[config.mk]
export PLATFORM = sky130hd
export DESIGN_NAME = comparador_troco
export DESIGN_NICKNAME = d
export VERILOG_FILES = /design/src/rtl/comparador_troco.sv
export SDC_FILE = /design/constraint.sdc
export NUM_CORES = 1
export LEC_CHECK = 0
export CAP_MARGIN = 20
export CORE_MARGIN = 5
export CORE_UTILIZATION = 30
export DETAILED_ROUTE_END_ITERATION = 16
export SLEW_MARGIN = 15
export SYNTH_ARGS = -nofsm -noshare
export SYNTH_HDL_FRONTEND = slang
export SYNTH_SLANG_ARGS = --single-unit
[constraint.sdc]
create_clock -name clk -period 2.62 [get_ports clk]
set_input_delay 0.262 -clock clk [delete_from_list [all_inputs] [get_ports clk]]
set_output_delay 0.262 -clock clk [all_outputs]
set_load 0.1 [all_outputs]
[src/rtl/comparador_troco.sv]
// Clocked price comparator for the vending machine: accumulates coins, checks the
// selected product's price and dispenses or refunds. `define TROCO_EN enables change on overpayment.
module comparador_troco #(
    parameter int unsigned VALOR_W      = 8,
    parameter int unsigned MOEDA_W      = 4,
    parameter int unsigned SEL_W        = 3,
    parameter int unsigned NUM_PRODUTOS = 6,
    parameter logic [NUM_PRODUTOS*VALOR_W-1:0] PRECOS = {8'd8, 8'd7, 8'd6, 8'd5, 8'd4, 8'd2},
    parameter int unsigned TIMEOUT      = 1000
) (
    input  logic               clk,
    input  logic               reset,
    input  logic               moedaValida,
    input  logic [MOEDA_W-1:0] valorMoeda,
    input  logic               selecionar,
    input  logic [SEL_W-1:0]   valorProduto,
    input  logic               cancelar,
    output logic               ocupado,
    output logic               liberarProduto,
    output logic               devolverMoedas,
    output logic [VALOR_W-1:0] valorDevolvido,
    output logic [VALOR_W-1:0] valorTotal,
    output logic               moedaRejeitada
);

    localparam int unsigned CNT_W = (TIMEOUT > 1) ? $clog2(TIMEOUT) : 1;

    typedef enum logic [2:0] {
        OCIOSO,
        ACUMULANDO,
        COMPARANDO,
        LIBERANDO,
        DEVOLVENDO
    } estado_t;

    estado_t            estado, estado_n;
    logic [VALOR_W-1:0] total, total_n;
    logic [VALOR_W-1:0] troco, troco_n;
    logic [SEL_W-1:0]   produto, produto_n;
    logic [CNT_W-1:0]   cnt, cnt_n;
    logic               rejeita, rejeita_n;

    logic [VALOR_W:0]   soma;
    logic [VALOR_W-1:0] preco;
    logic               produto_valido;
    logic               aceita;

    always_ff @(posedge clk or negedge reset) begin
        if (!reset) begin
            estado  <= OCIOSO;
            total   <= '0;
            troco   <= '0;
            produto <= '0;
            cnt     <= '0;
            rejeita <= 1'b0;
        end else begin
            estado  <= estado_n;
            total   <= total_n;
            troco   <= troco_n;
            produto <= produto_n;
            cnt     <= cnt_n;
            rejeita <= rejeita_n;
        end
    end

    always_comb begin
        preco          = '0;
        produto_valido = 1'b0;
        for (int unsigned k = 1; k <= NUM_PRODUTOS; k++) begin
            if (32'(produto) == k) begin
                preco          = PRECOS[(k-1)*VALOR_W +: VALOR_W];
                produto_valido = 1'b1;
            end
        end
    end

    // Extra MSB of the sum flags a coin that would overflow the credit register.
    assign soma = {1'b0, total} + {{(VALOR_W + 1 - MOEDA_W){1'b0}}, valorMoeda};

    always_comb begin
        estado_n  = estado;
        total_n   = total;
        troco_n   = troco;
        produto_n = produto;
        cnt_n     = '0;
        rejeita_n = 1'b0;
        aceita    = 1'b0;
        case (estado)
            OCIOSO, ACUMULANDO: begin
                aceita    = moedaValida && !cancelar && !soma[VALOR_W];
                rejeita_n = moedaValida && !aceita;
                if (aceita)
                    total_n = soma[VALOR_W-1:0];
                if (estado == ACUMULANDO)
                    cnt_n = (aceita || cnt == CNT_W'(TIMEOUT - 1)) ? '0 : cnt + 1'b1;
                // Coin is folded in first, so a same-cycle select compares against the new sum.
                if (cancelar) begin
                    if (estado == ACUMULANDO)
                        estado_n = DEVOLVENDO;
                end else if (selecionar && (estado == ACUMULANDO || total_n != '0)) begin
                    produto_n = valorProduto;
                    estado_n  = COMPARANDO;
                end else if (aceita) begin
                    estado_n = ACUMULANDO;
                end else if (estado == ACUMULANDO && cnt == CNT_W'(TIMEOUT - 1)) begin
                    estado_n = DEVOLVENDO;
                end
            end
            COMPARANDO: begin
                rejeita_n = moedaValida;
                troco_n   = '0;
                if (produto_valido && total == preco)
                    estado_n = LIBERANDO;
`ifdef TROCO_EN
                else if (produto_valido && total > preco) begin
                    estado_n = LIBERANDO;
                    troco_n  = total - preco;
                end
`endif
                else
                    estado_n = DEVOLVENDO;
            end
            LIBERANDO, DEVOLVENDO: begin
                rejeita_n = moedaValida;
                total_n   = '0;
                troco_n   = '0;
                estado_n  = OCIOSO;
            end
            default: estado_n = OCIOSO;
        endcase
        if (estado_n != ACUMULANDO)
            cnt_n = '0;
    end

    // Outputs decode registered state only; no input reaches them combinationally.
    assign ocupado        = (estado == COMPARANDO) || (estado == LIBERANDO) || (estado == DEVOLVENDO);
    assign liberarProduto = (estado == LIBERANDO);
    assign devolverMoedas = (estado == DEVOLVENDO) || (estado == LIBERANDO && troco != '0);
    assign valorDevolvido = (estado == LIBERANDO)  ? troco :
                            (estado == DEVOLVENDO) ? total : '0;
    assign valorTotal     = total;
    assign moedaRejeitada = rejeita;

endmodule

==> results by group, run 1 <==
Run status
  – Outcome: complete, but fails checks
  – Failing checks: setup timing

Timing
  – Tmin final: about 2.6 ns
  – Fmax: between 300 and 400 MHz
  – Slew HR: 40.4%
  – Setup TNS: -0.0316 ns
  – Final worst setup slack: -0.0131 ns
  – Worst Skew: just over 0.005 ns
  – WHS: 0.247 ns
  – Worst-Margin Slew: 0.887 ns
  – Final setup viols: 4
  – Post-route clock period utilization: 100%
  – Hold Fails Final Rpt: 0
  – Fin. max-slew vios: 0
  – RSZ-0062 raised after global routing: yes

GRT
  – Global-route wire length before repair: around 8 mm
  – Vias in the first global route: roughly 1600
  – Initial antenna violation count: 0
  – Largest net degree at the start of global routing: 19
  – Global-route usage over all layers: a little over an eighth
  – GR Overflow Total: 0

Yosys
  – Synth top area share: a little over a third
  – Post-synth ARST share: 100%
  – Leading area contributor after synthesis: dfrtp_1
  – Synthesized cell area: 1760 um^2
  – Prevailing post-synth register cell: dfrtp_1
  – Yosys warning total: 0
  – Syn Area/Cell: 9.31 um^2
  – Syn_nets: ~210
  – Synthesized instance count: around 190
  – Number of flops mapped to enable cells by yosys: 0
  – Post-synth top cells: 25 x dfrtp_1, 25 x nor2_1, 15 x nand3_1, 11 x nand2_1, 8 x and2_1
  – Unique masters post-synth: 54
  – Cells taking the most area after synthesis: dfrtp_1 36%, nor2_1 5.3%, nand3_1 4.3%
  – Sequential area share after synthesis: 35.5%
  – Seq cells post-synth: 25

Critical path
  – Cell chain of the critical path: ha_4, fa_2, a211oi_4, buf_6, buf_4, o41ai_1, o2111a_2, a311oi_4, mux2_2
  – Setup CP Type: flip-flop to flip-flop
  – Worst reg2reg startpoint: valorTotal[0]
  – Worst-path cell with the longest stage delay: dfrtp_4
  – Worst-path fanout max: 4
  – Critical Path Sink Type: flip-flop
  – Reg2reg end: produto[2]
  – Largest stage delay on the critical path: ~0.50 ns
  – CP required: 2.79 ns
  – Critical Path AT: 2.80 ns
  – Startpoint Class: flip-flop
  – Flop2flop setup slack: -0.01 ns
  – R2R cell count: 9

Place
  – Routability-driven placement congestion ratio: between 0.9 and 1
  – HPWL Detailed: 3.58 mm
  – Placed Area: 2310 um^2
  – PortBufs: 31

Die
  – Core box area: 5820 um^2
  – Initial core utilization: between 30% and 40%
  – Cell Rows: 28
  – Die Span X: 86.6 um
  – Die area: around 7500 um^2
  – Die Ht: ~87 um
  – I/O pin count: 32

Clock network
  – Hold-fix buffers, CTS: 0
  – CTS tree: done
  – Clock transition at the registers of the reported paths: roughly 0.10 ns
  – Root buffer cell: clkbuf_8
  – Clk_lat worst skew: between 0.2 and 0.3 ns
  – Max clock buf depth: 2
  – CTS Sinks: 25
  – TritonCTS Buffers: 3
  – CTS H-tree lvls: 1

Pwr
  – Peak supply drop: approximately 0.76 mV
  – P_int: ~1200 uW
  – Static Leak: roughly 0.0011 uW
  – PwrDens: about 1100 nW/um^2
  – P_sw: ~1400 uW
  – Clock share of power: 9.3%
  – Sequential power share: about 23%
  – Pwr Total: approximately 2600 uW
  – Combinational Power Share: between 60% and 70%
  – Net Sw Frac: 53.2%

Route
  – DRT Pass-1 Iters: 4
  – DRC Markers: 0
  – Vias: about 1600
  – Initial DRC Count: 112
  – Final antenna-violating net count: 0
  – DR WL/cell: ~15 um
  – Via density: 5.13
  – Routed WL: between 4 and 5 mm

Worst hold path
  – Worst hold path class: input port to async pin

Job
  – Max Cap Viol: 0

Finish
  – Layout cells sized above 1: between 30% and 40%
  – Final nets: around 260
  – Fin area: between 2000 and 2500 um^2
  – Area growth, synth to finish: 36.8%
  – Diode count: 0
  – Fill count: about 600
  – Fin util: around two fifths
==> per-stage QoR <==
stage	worst slack [ns]	cells
floorplan	-0.120	189
global placement	-0.220	313
detailed placement	-0.275	313
CTS	-0.00729	317
global route	-0.0973	319
finish	-0.0131	319
==> sequential cells by signal (all words and copies together), names as in the netlist <==
| register | flops |
|---|---|
| estado | 3 |
| moedaRejeitada | 1 |
| valorTotal | 8 |
| cnt | 10 |
| produto | 3 |
==> worst max-delay path: cells and delay by family, from the launching register on <==
family / cells / cell delay (ns)
buffers and inverters: 2 / 0.24
flip-flops: 1 / 0.50
adder cells (fa/ha/maj): 2 / 0.53
AO/OA/AOI/OAI: 4 / 0.87
multiplexers: 1 / 0.38
==> cell families after synthesis <==
kind of cell | share of synthesized area (%)
and+or+nand+nor | 28.2
AOI/OAI and AO/OA | 19.7
DFF | 35.5
xor gates and xnor gates | 5.47
buffers and inverters | 3.34
adders and majority gates | 4.69
muxes | 3.06
==> worst max path at each step <==
stage	startpoint	to	slack [ns]
2_1_floorplan	valorTotal[0]	estado[1]	-0.12
5_1_grt	valorTotal[0]	cnt[4]	-0.1
3_3_place_gp	valorMoeda[0]	produto[1]	-0.22
4_1_cts	valorTotal[0]	produto[2]	-0.007
6_report	valorTotal[0]	produto[2]	-0.01
3_5_place_dp	valorMoeda[0]	produto[2]	-0.27
==> final cells by class <==
class                      count  area, um^2  area share (%)
timing repair buffer          59         478            19.8
sequential                    25         636            26.4
tap                           75        93.8            3.90
clock inverter                 1        5.00           0.208
inverter                       3        11.3           0.468
clock buffer                   3        41.3            1.71
multi-input combinational    153        1140            47.5
==> repair_timing <==
item,in CTS,in global routing
gates cloned,0,0
gates resized for setup,1,5
buffers inserted,0,2
pin swaps,2,5
setup endpoints to repair,4,15
==> cells in the final DEF (no fill, tap or decap), types with 2 or more instances in the layout <==
master,synthesis,routed
o31ai_1,2,2
dfrtp_1,25,19
and3_1,5,5
nand2_1,11,11
ha_1,5,4
nor2_1,25,24
a31o_2,2,2
and2_2,0,7
nand4_1,2,2
o21ai_0,6,6
nor2b_1,3,3
mux2_2,3,3
clkdlybuf4s50_1,0,11
nand3_1,15,15
mux2i_1,2,2
nor4_1,4,3
a31oi_1,2,2
xor2_1,5,5
clkbuf_8,0,3
nor3_1,4,4
xnor2_1,6,6
inv_1,3,3
buf_4,2,46
a22o_1,5,5
nand2b_1,3,3
a21oi_1,5,5
dfrtp_2,0,5
buf_6,1,2
or3_1,4,4
==> power by group through the flow <==
| stage | registers [uW] | logic [uW] | clock network [uW] |
|---|---|---|---|
| global placement | 598 | 1690 | 0 |
| global route | 619 | 1900 | 266 |
| detailed placement | 605 | 1710 | 0 |
| floorplan | 870 | 936 | 0 |
| CTS | 597 | 1730 | 249 |
| finish | 598 | 1770 | 244 |
==> layer usage <==
metal | vias to the layer above | part of all wire (%) | GRT usage, %
met2 | 46 | 45 | 20.6
met3 | 7 | 4.4 | 1.62
met5 | - | 0 | 0
met4 | 0 | 1.9 | 4.82
li1 | 816 | - | -
met1 | 766 | 49 | 19.6
Power figures use the tool's default switching activity.
==> run 2: changes to the inputs <==
--- a/config.mk
+++ b/config.mk
@@ -5,7 +5,6 @@
 export SDC_FILE = /design/constraint.sdc
 export NUM_CORES = 1
 export LEC_CHECK = 0
-export CAP_MARGIN = 20
 export CORE_MARGIN = 5
 export CORE_UTILIZATION = 30
 export DETAILED_ROUTE_END_ITERATION = 16
==> results of run 2 <==
No change in the layout: final DEF, timing and power equal those of run 1.
